==> config.mk <==
export PLATFORM = sky130hd
export DESIGN_NAME = id_operand_stage
export DESIGN_NICKNAME = d
export VERILOG_FILES = /design/src/rtl/id_operand_stage.sv
export SDC_FILE = /design/constraint.sdc
export NUM_CORES = 1
export LEC_CHECK = 0
export BUFFER_PORTS_ARGS = -buffer_cell sky130_fd_sc_hd__buf_4
export CAP_MARGIN = 10
export CORE_MARGIN = 2
export CORE_UTILIZATION = 50
export DETAILED_ROUTE_END_ITERATION = 10
export PLACE_DENSITY_LB_ADDON = 0.2
export SYNTH_ARGS = -nofsm -noshare
export SYNTH_HDL_FRONTEND = slang
export SYNTH_SLANG_ARGS = --single-unit
==> constraint.sdc <==
create_clock -name clk -period 6.1 [get_ports clk]
set_clock_uncertainty 0.1 [all_clocks]
set_input_delay 0.61 -clock clk [delete_from_list [all_inputs] [get_ports clk]]
set_output_delay 0.61 -clock clk [all_outputs]
set_load 0.01 [all_outputs]
==> src/rtl/id_operand_stage.sv <==
// id_operand_stage: decode/operand-fetch stage feeding a registered ID/EX bundle
// Ports:
//   clk, rst_n (async, active-low), flush (sync kill of S1 and OUT)
//   in_valid/in_ready/in_instr/in_pc : fetched instruction handshake
//   rf_r1_addr/rf_r2_addr            : register-file read addresses (rs, rt)
//   rf_r1_dout/rf_r2_dout            : register-file read data, one cycle after address
//   wb_wr/wb_addr/wb_data            : writeback port shared with the register file
//   out_valid/out_ready              : ID/EX bundle handshake
//   out_pc/out_op_a/out_op_b/out_imm/out_rd/out_opcode/out_funct/out_shamt : bundle
module id_operand_stage #(
    parameter int DW = 32,
    parameter int AW = 5
) (
    input  logic          clk,
    input  logic          rst_n,
    input  logic          flush,
    input  logic          in_valid,
    output logic          in_ready,
    input  logic [31:0]   in_instr,
    input  logic [31:0]   in_pc,
    output logic [AW-1:0] rf_r1_addr,
    output logic [AW-1:0] rf_r2_addr,
    input  logic [DW-1:0] rf_r1_dout,
    input  logic [DW-1:0] rf_r2_dout,
    input  logic          wb_wr,
    input  logic [AW-1:0] wb_addr,
    input  logic [DW-1:0] wb_data,
    output logic          out_valid,
    input  logic          out_ready,
    output logic [31:0]   out_pc,
    output logic [DW-1:0] out_op_a,
    output logic [DW-1:0] out_op_b,
    output logic [31:0]   out_imm,
    output logic [AW-1:0] out_rd,
    output logic [5:0]    out_opcode,
    output logic [5:0]    out_funct,
    output logic [4:0]    out_shamt
);
    logic          s1_valid_q;
    logic [31:0]   s1_instr_q;
    logic [31:0]   s1_pc_q;
    logic          byp_a_v_q, byp_b_v_q;
    logic [DW-1:0] byp_a_d_q, byp_b_d_q;
    logic          s1_adv, accept;
    logic [AW-1:0] s1_rs, s1_rt;
    logic [5:0]    s1_op;
    logic [15:0]   s1_imm16;
    logic [DW-1:0] op_a_d, op_b_d;
    logic [31:0]   imm_d;
    logic [AW-1:0] rd_d;

    assign s1_adv   = s1_valid_q & (!out_valid | out_ready);
    assign in_ready = !s1_valid_q | s1_adv;
    assign accept   = in_valid & in_ready & !flush;

    assign s1_rs    = AW'(s1_instr_q[25:21]);
    assign s1_rt    = AW'(s1_instr_q[20:16]);
    assign s1_op    = s1_instr_q[31:26];
    assign s1_imm16 = s1_instr_q[15:0];

    // While S1 is stalled its registers are re-read every cycle so rf data stays current
    assign rf_r1_addr = in_ready ? AW'(in_instr[25:21]) : s1_rs;
    assign rf_r2_addr = in_ready ? AW'(in_instr[20:16]) : s1_rt;

    // R0 is forced here; a live write beats a write that collided with last cycle's read
    assign op_a_d = (s1_rs == '0) ? '0 : (wb_wr && wb_addr == s1_rs) ? wb_data :
                    byp_a_v_q ? byp_a_d_q : rf_r1_dout;
    assign op_b_d = (s1_rt == '0) ? '0 : (wb_wr && wb_addr == s1_rt) ? wb_data :
                    byp_b_v_q ? byp_b_d_q : rf_r2_dout;

    assign imm_d = (s1_op == 6'h0C || s1_op == 6'h0D || s1_op == 6'h0E) ? {16'h0, s1_imm16} :
                   (s1_op == 6'h0F) ? {s1_imm16, 16'h0} : {{16{s1_imm16[15]}}, s1_imm16};

    assign rd_d = (s1_op == 6'h00) ? AW'(s1_instr_q[15:11]) :
                  (s1_op == 6'h03) ? AW'(5'd31) : s1_rt;

    always_ff @(posedge clk or negedge rst_n) begin
        if (!rst_n) begin
            s1_valid_q <= 1'b0;
            s1_instr_q <= '0;
            s1_pc_q    <= '0;
            byp_a_v_q  <= 1'b0;
            byp_b_v_q  <= 1'b0;
            byp_a_d_q  <= '0;
            byp_b_d_q  <= '0;
            out_valid  <= 1'b0;
            out_pc     <= '0;
            out_op_a   <= '0;
            out_op_b   <= '0;
            out_imm    <= '0;
            out_rd     <= '0;
            out_opcode <= '0;
            out_funct  <= '0;
            out_shamt  <= '0;
        end else begin
            byp_a_d_q <= wb_data;
            byp_b_d_q <= wb_data;
            if (flush) begin
                s1_valid_q <= 1'b0;
                out_valid  <= 1'b0;
                byp_a_v_q  <= 1'b0;
                byp_b_v_q  <= 1'b0;
            end else begin
                // The register file returns the pre-write value on a same-cycle read/write
                byp_a_v_q <= wb_wr & (wb_addr == rf_r1_addr);
                byp_b_v_q <= wb_wr & (wb_addr == rf_r2_addr);
                if (accept) begin
                    s1_valid_q <= 1'b1;
                    s1_instr_q <= in_instr;
                    s1_pc_q    <= in_pc;
                end else if (s1_adv) begin
                    s1_valid_q <= 1'b0;
                end
                if (s1_adv) begin
                    out_valid  <= 1'b1;
                    out_pc     <= s1_pc_q;
                    out_op_a   <= op_a_d;
                    out_op_b   <= op_b_d;
                    out_imm    <= imm_d;
                    out_rd     <= rd_d;
                    out_opcode <= s1_op;
                    out_funct  <= s1_instr_q[5:0];
                    out_shamt  <= s1_instr_q[10:6];
                end else if (out_valid && out_ready) begin
                    out_valid <= 1'b0;
                end
            end
        end
    end
endmodule

# After elaboration in Yosys (flattened, before gate mapping)
# Cells that the tools add are included.
# totals
ff_bits	250
out_inout_bits	162
# classes
n_bitwise	8
muxes	20
n_reduce_logical	15
eq_ne	9
# op_table
operator	count
$mux W32	7
$mux W31	1
$eq A6 B4 Y1 const B	4
$eq A5 B5 Y1	4
$mux W5	4
$logic_not A5 Y1	2
$mux W1	8
$eq A6 B2 Y1 const B	1
$logic_not A6 Y1	1
$reduce_bool A3 Y1	2
$and A1 B1 Y1	5
$reduce_and A2 Y1	2
$logic_and A1 B1 Y1	3
$logic_not A1 Y1	3
$logic_or A1 B1 Y1	2
$or A1 B1 Y1	2
$not A1 Y1	1

# Depth between registers and ports, before layout
# logic_depth
depth_word	8
depth_mapped	7
ltp_nobuf	4

# Least setup slack after synthesis
# OpenSTA, ideal clock, no wires.
# synth_timing
kind	input to output
from	in out_ready
to	out rf_r1_addr[2]
arrival_time_ps	1622
required_time_ps	5390
setup_slack_ps	3768
path_buffers	1
stages	3
path_cell_list	nand3b_1 -> clkbuf_1 -> mux2_2
# synth_via
elab_chain_cells	4
# synth_rtl
element	line_no	rtl
from (decl)	29	input logic out_ready,
$or A1 B1 Y1	52	assign s1_adv = s1_valid_q & (!out_valid | out_ready);
$and A1 B1 Y1	52	
$or A1 B1 Y1	53	assign in_ready = !s1_valid_q | s1_adv;
net in_ready	18	output logic in_ready,
$mux W5	62	assign rf_r1_addr = in_ready ? AW'(in_instr[25:21]) : s1_rs;
to (decl)	21	output logic [AW-1:0] rf_r1_addr,
# The timed path passes the listed nets, and every way through them passes these cells.

# Worst setup path after layout
# layout_timing
from	reg out_valid
to	out rf_r1_addr[0]
# layout_via
elab_chain_cells	5
# layout_rtl
element	line_no	rtl
from (decl)	28	output logic out_valid,
from (signal assigned)	86	out_valid <= 1'b0;
from (signal assigned)	100	out_valid <= 1'b0;
from (signal assigned)	115	out_valid <= 1'b1;
$logic_not A1 Y1	52	
$or A1 B1 Y1	52	
$and A1 B1 Y1	52	
$or A1 B1 Y1	53	
$mux W5	62	
# No other way between the ends.

==> impl_metrics.tcl <==
set metrics [dict create \
    hold_buffers 0 \
    vias_per_cell 5.61 \
    p_sw_share_pct 27.7 \
    layout-drive-gt1-share_pct 36.3 \
    clk_latency_ns 0.54 \
    worst-path-max-fanout 17 \
    max_cap_viol_count 0 \
    pwr-share-clk_pct 34.2 \
    yosysUniqueCellTypes 30 \
    start_util_pct 51.3 \
    setup_tns_ns 0 \
    cts_buffers 27 \
    startpoint_type "register" \
    rsz0062_at_grt "no" \
    r2r_setup_slack_ns 3.28 \
    fin_cells 1553 \
    period_needed_ns 2.90 \
    finalCritPeriodShare_pct 47.5 \
    busiest_layer "met2" \
    finalHoldViolCount 0 \
    intPower_w 0.00352 \
    cts_sinks 250 \
    drt-initial-drc-count 385 \
    dieArea_mm2 0.0229 \
    cts_tree "done" \
    placed_cells 1503 \
    grt_pass1_vias 8643 \
    combPwrFrac_pct 21.8 \
    die_y_um 151 \
    htree_levels 1 \
    syn_inst 962 \
    nFillCells 1681 \
    grtUsageMet3_pct 7.80 \
    post-cts-setup-buffers 0 \
    antenna_found_initial 2 \
    grt_max_degree 128 \
    pin_count 333 \
    route.detailed.drc 0 \
    clk_transition_reported_paths_ns 0.06 \
    fin_nets 1428 \
    cts_resized 0 \
    placed_area_mm2 0.0134 \
    grt_overflow 0 \
    netlist_top_cells_area "dfrtp_1 58%, mux2_2 7.7%, nand2_1 6.7%" \
    critical_path.max_stage_delay_ns 0.56 \
    wl_um 30500 \
    p_sw_w 0.00135 \
    ys_warn_count 0 \
    netlist_area_mm2 0.0108 \
    grtUsageMet1_pct 32.3 \
    place.gp.congestion 0.805 \
    numPortBuffers 332 \
    synth_seq_area_share_pct 57.7 \
    slew_headroom_pct 23.9 \
    arrival_ns 2.19 \
    crit_type "reg2out" \
    die_w_um 151 \
    cp-startpoint "out_valid$_DFFE_PN0P_" \
    avgSynthCellArea_um2 11.3 \
    syn_to_final_growth_pct 32.4 \
    fp.coreArea_mm2 0.0212 \
    stdcell_area_mm2 0.0144 \
    dr_total_vias 8715 \
    grtUsageTotal_pct 25.8 \
    slew_violations 0 \
    r2r-start "out_valid$_DFFE_PN0P_" \
    fmax_mhz 345 \
    grt_pass1_wl_um 46300 \
    cp.required_ns 5.39 \
    power_leakage_nw 6.62 \
    status "finished clean" \
    synth_top_area_share_pct 57.7 \
    synth_top_area_cell "dfrtp_1" \
    hp-class "in2async" \
    p_seq_share_pct 44.0 \
    hold_slack_ns 0.0300 \
    slowest_stage "nand3b_1" \
    grt_use_met2_pct 42.8 \
    crit_chain "nand3b_1, mux2_2, buf_4" \
    post-dp-hpwl_um 20100 \
    wl_per_cell_um 19.6 \
    ys_ff_latch 250 \
    p_per_area_mw_per_mm2 339 \
    cts_root_buffer "clkbuf_16" \
    dr.pass1.iters 5 \
    synth_nets 1133 \
    drtAntennaViolNets 0 \
    peakVddDrop_v 0.000360 \
    clk_path_buf_depth 3 \
    rows 53 \
    setup_viol 0 \
    end_kind "output pin" \
    worst-slew-pin-transition_ns 1.14 \
]
state kept, by name (all words and copies together), names as in the netlist:
signal and cells:
byp_a_v_q 1, out_op_b 32, out_shamt 5, out_op_a 32, byp_b_v_q 1, byp_b_d_q 32
s1_instr_q 32, out_funct 6, out_pc 32, out_opcode 6, s1_pc_q 32, out_valid 1
out_imm 32, out_rd 5, s1_valid_q 1
cell families (layout without fill, tap and decap cells):
logic type      count (synthesis)  in the layout  share of synthesized area, %
simple gates                  283            283                          11.8
flops                         250            250                          57.7
compound gates                192            192                          11.9
mux                           138            138                          13.6
buf+inv                        79            393                          3.38
xor+xnor                       20             20                          1.62
other cells                     0              2                             0
per-stage QoR:
stage	utilization (%)	power, W	worst slack [ns]
after floorplan	-	0.00262	3.77
after global placement	63.5	0.00321	2.99
after detailed placement	63.5	0.00324	2.90
after CTS	67.9	0.00492	3.18
after global routing	67.9	0.00511	3.06
final	67.9	0.00487	3.20
layout by cell type (no fill, tap or decap), types with 2 or more instances in the layout:
| cell type | synthesis | final |
|---|---|---|
| clkbuf_16 | 0 | 27 |
| a21oi_2 | 0 | 2 |
| or3_1 | 64 | 64 |
| clkbuf_8 | 0 | 6 |
| xnor2_1 | 4 | 4 |
| nor2_1 | 6 | 6 |
| dfrtp_2 | 0 | 2 |
| nand2_1 | 194 | 194 |
| buf_4 | 0 | 341 |
| and2_1 | 2 | 2 |
| diode_2 | 0 | 2 |
| a21oi_1 | 19 | 17 |
| mux2_2 | 74 | 74 |
| dfrtp_1 | 250 | 248 |
| inv_1 | 2 | 2 |
| clkinv_2 | 0 | 2 |
| bufinv_16 | 0 | 3 |
| or4_1 | 2 | 2 |
| nor2b_1 | 2 | 2 |
| o21ai_0 | 102 | 102 |
| xor2_1 | 16 | 16 |
| nor4_1 | 3 | 3 |
| nand3b_1 | 2 | 2 |
| mux2i_1 | 64 | 64 |
| nor3_1 | 3 | 3 |
| a32o_1 | 64 | 64 |
| o22ai_1 | 5 | 5 |
| clkbuf_1 | 56 | 8 |
final cells by class:
class                      instances  area, um^2  share of cell area (%)
sequential                       250        6260                    43.6
multi-input combinational        633        4240                    29.5
timing repair buffer             343        2590                    18.1
clock buffer                      41         788                    5.49
tap                              275         344                    2.40
clock inverter                     7         128                   0.889
inverter                           2        7.51                  0.0523
antenna                            2        5.00                  0.0348
critical path, delay by kind of cell, from the launching register on:
kind / cells / cell delay [ns]
buf+inv: 1 / 0.16
flops: 1 / 0.38
mux: 1 / 0.54
simple gates: 1 / 0.56
worst paths after layout:
path | end | cells past startpoint
worst max-delay path | rf_r1_addr[0] | 3
worst min-delay path | out_op_b[21]$_DFFE_PN0P_ | 1
worst max register to register | s1_pc_q[16]$_DFFE_PN0P_ | 4
worst min register to register | out_pc[2]$_DFFE_PN0P_ | 2
max in group asynchronous | out_pc[10]$_DFFE_PN0P_ | 2
min in group clk | byp_b_d_q[6]$_DFF_PN0_ | 1
power groups by stage:
stage          clock network, W  logic [W]  registers [W]
2_1_floorplan                 0   0.000382        0.00224
3_5_place_dp                  0    0.00107        0.00217
6_report                0.00167    0.00106        0.00214
5_1_grt                 0.00177    0.00116        0.00218
4_1_cts                 0.00170    0.00107        0.00214
3_3_place_gp                  0    0.00105        0.00216
per-layer routing:
layer	up-vias	share of wire, %	routed length, um
li1	4010	-	-
met2	338	48	14700
met5	-	0	0
met1	4306	39	11800
met3	61	9.6	2910
met4	0	3.4	1040
cells in the mapped netlist:
master,count
nor2b_1,2
xor2_1,16
clkbuf_1,56
and3_1,1
a32o_1,64
nor3b_1,1
or3_1,64
xnor2_1,4
mux2i_1,64
buf_2,8
buf_6,8
nand2b_1,1
or4_1,2
o211ai_1,1
nor3_1,3
nor4bb_1,1
inv_1,2
nand2_1,194
or3b_2,1
o21a_1,1
a21oi_1,19
o22ai_1,5
nand3b_1,2
nor2_1,6
nor4_1,3
o21ai_0,102
dfrtp_1,250
and2_1,2
mux2_2,74
buf_1,5
Note: power is estimated with default switching activity, not from simulation.
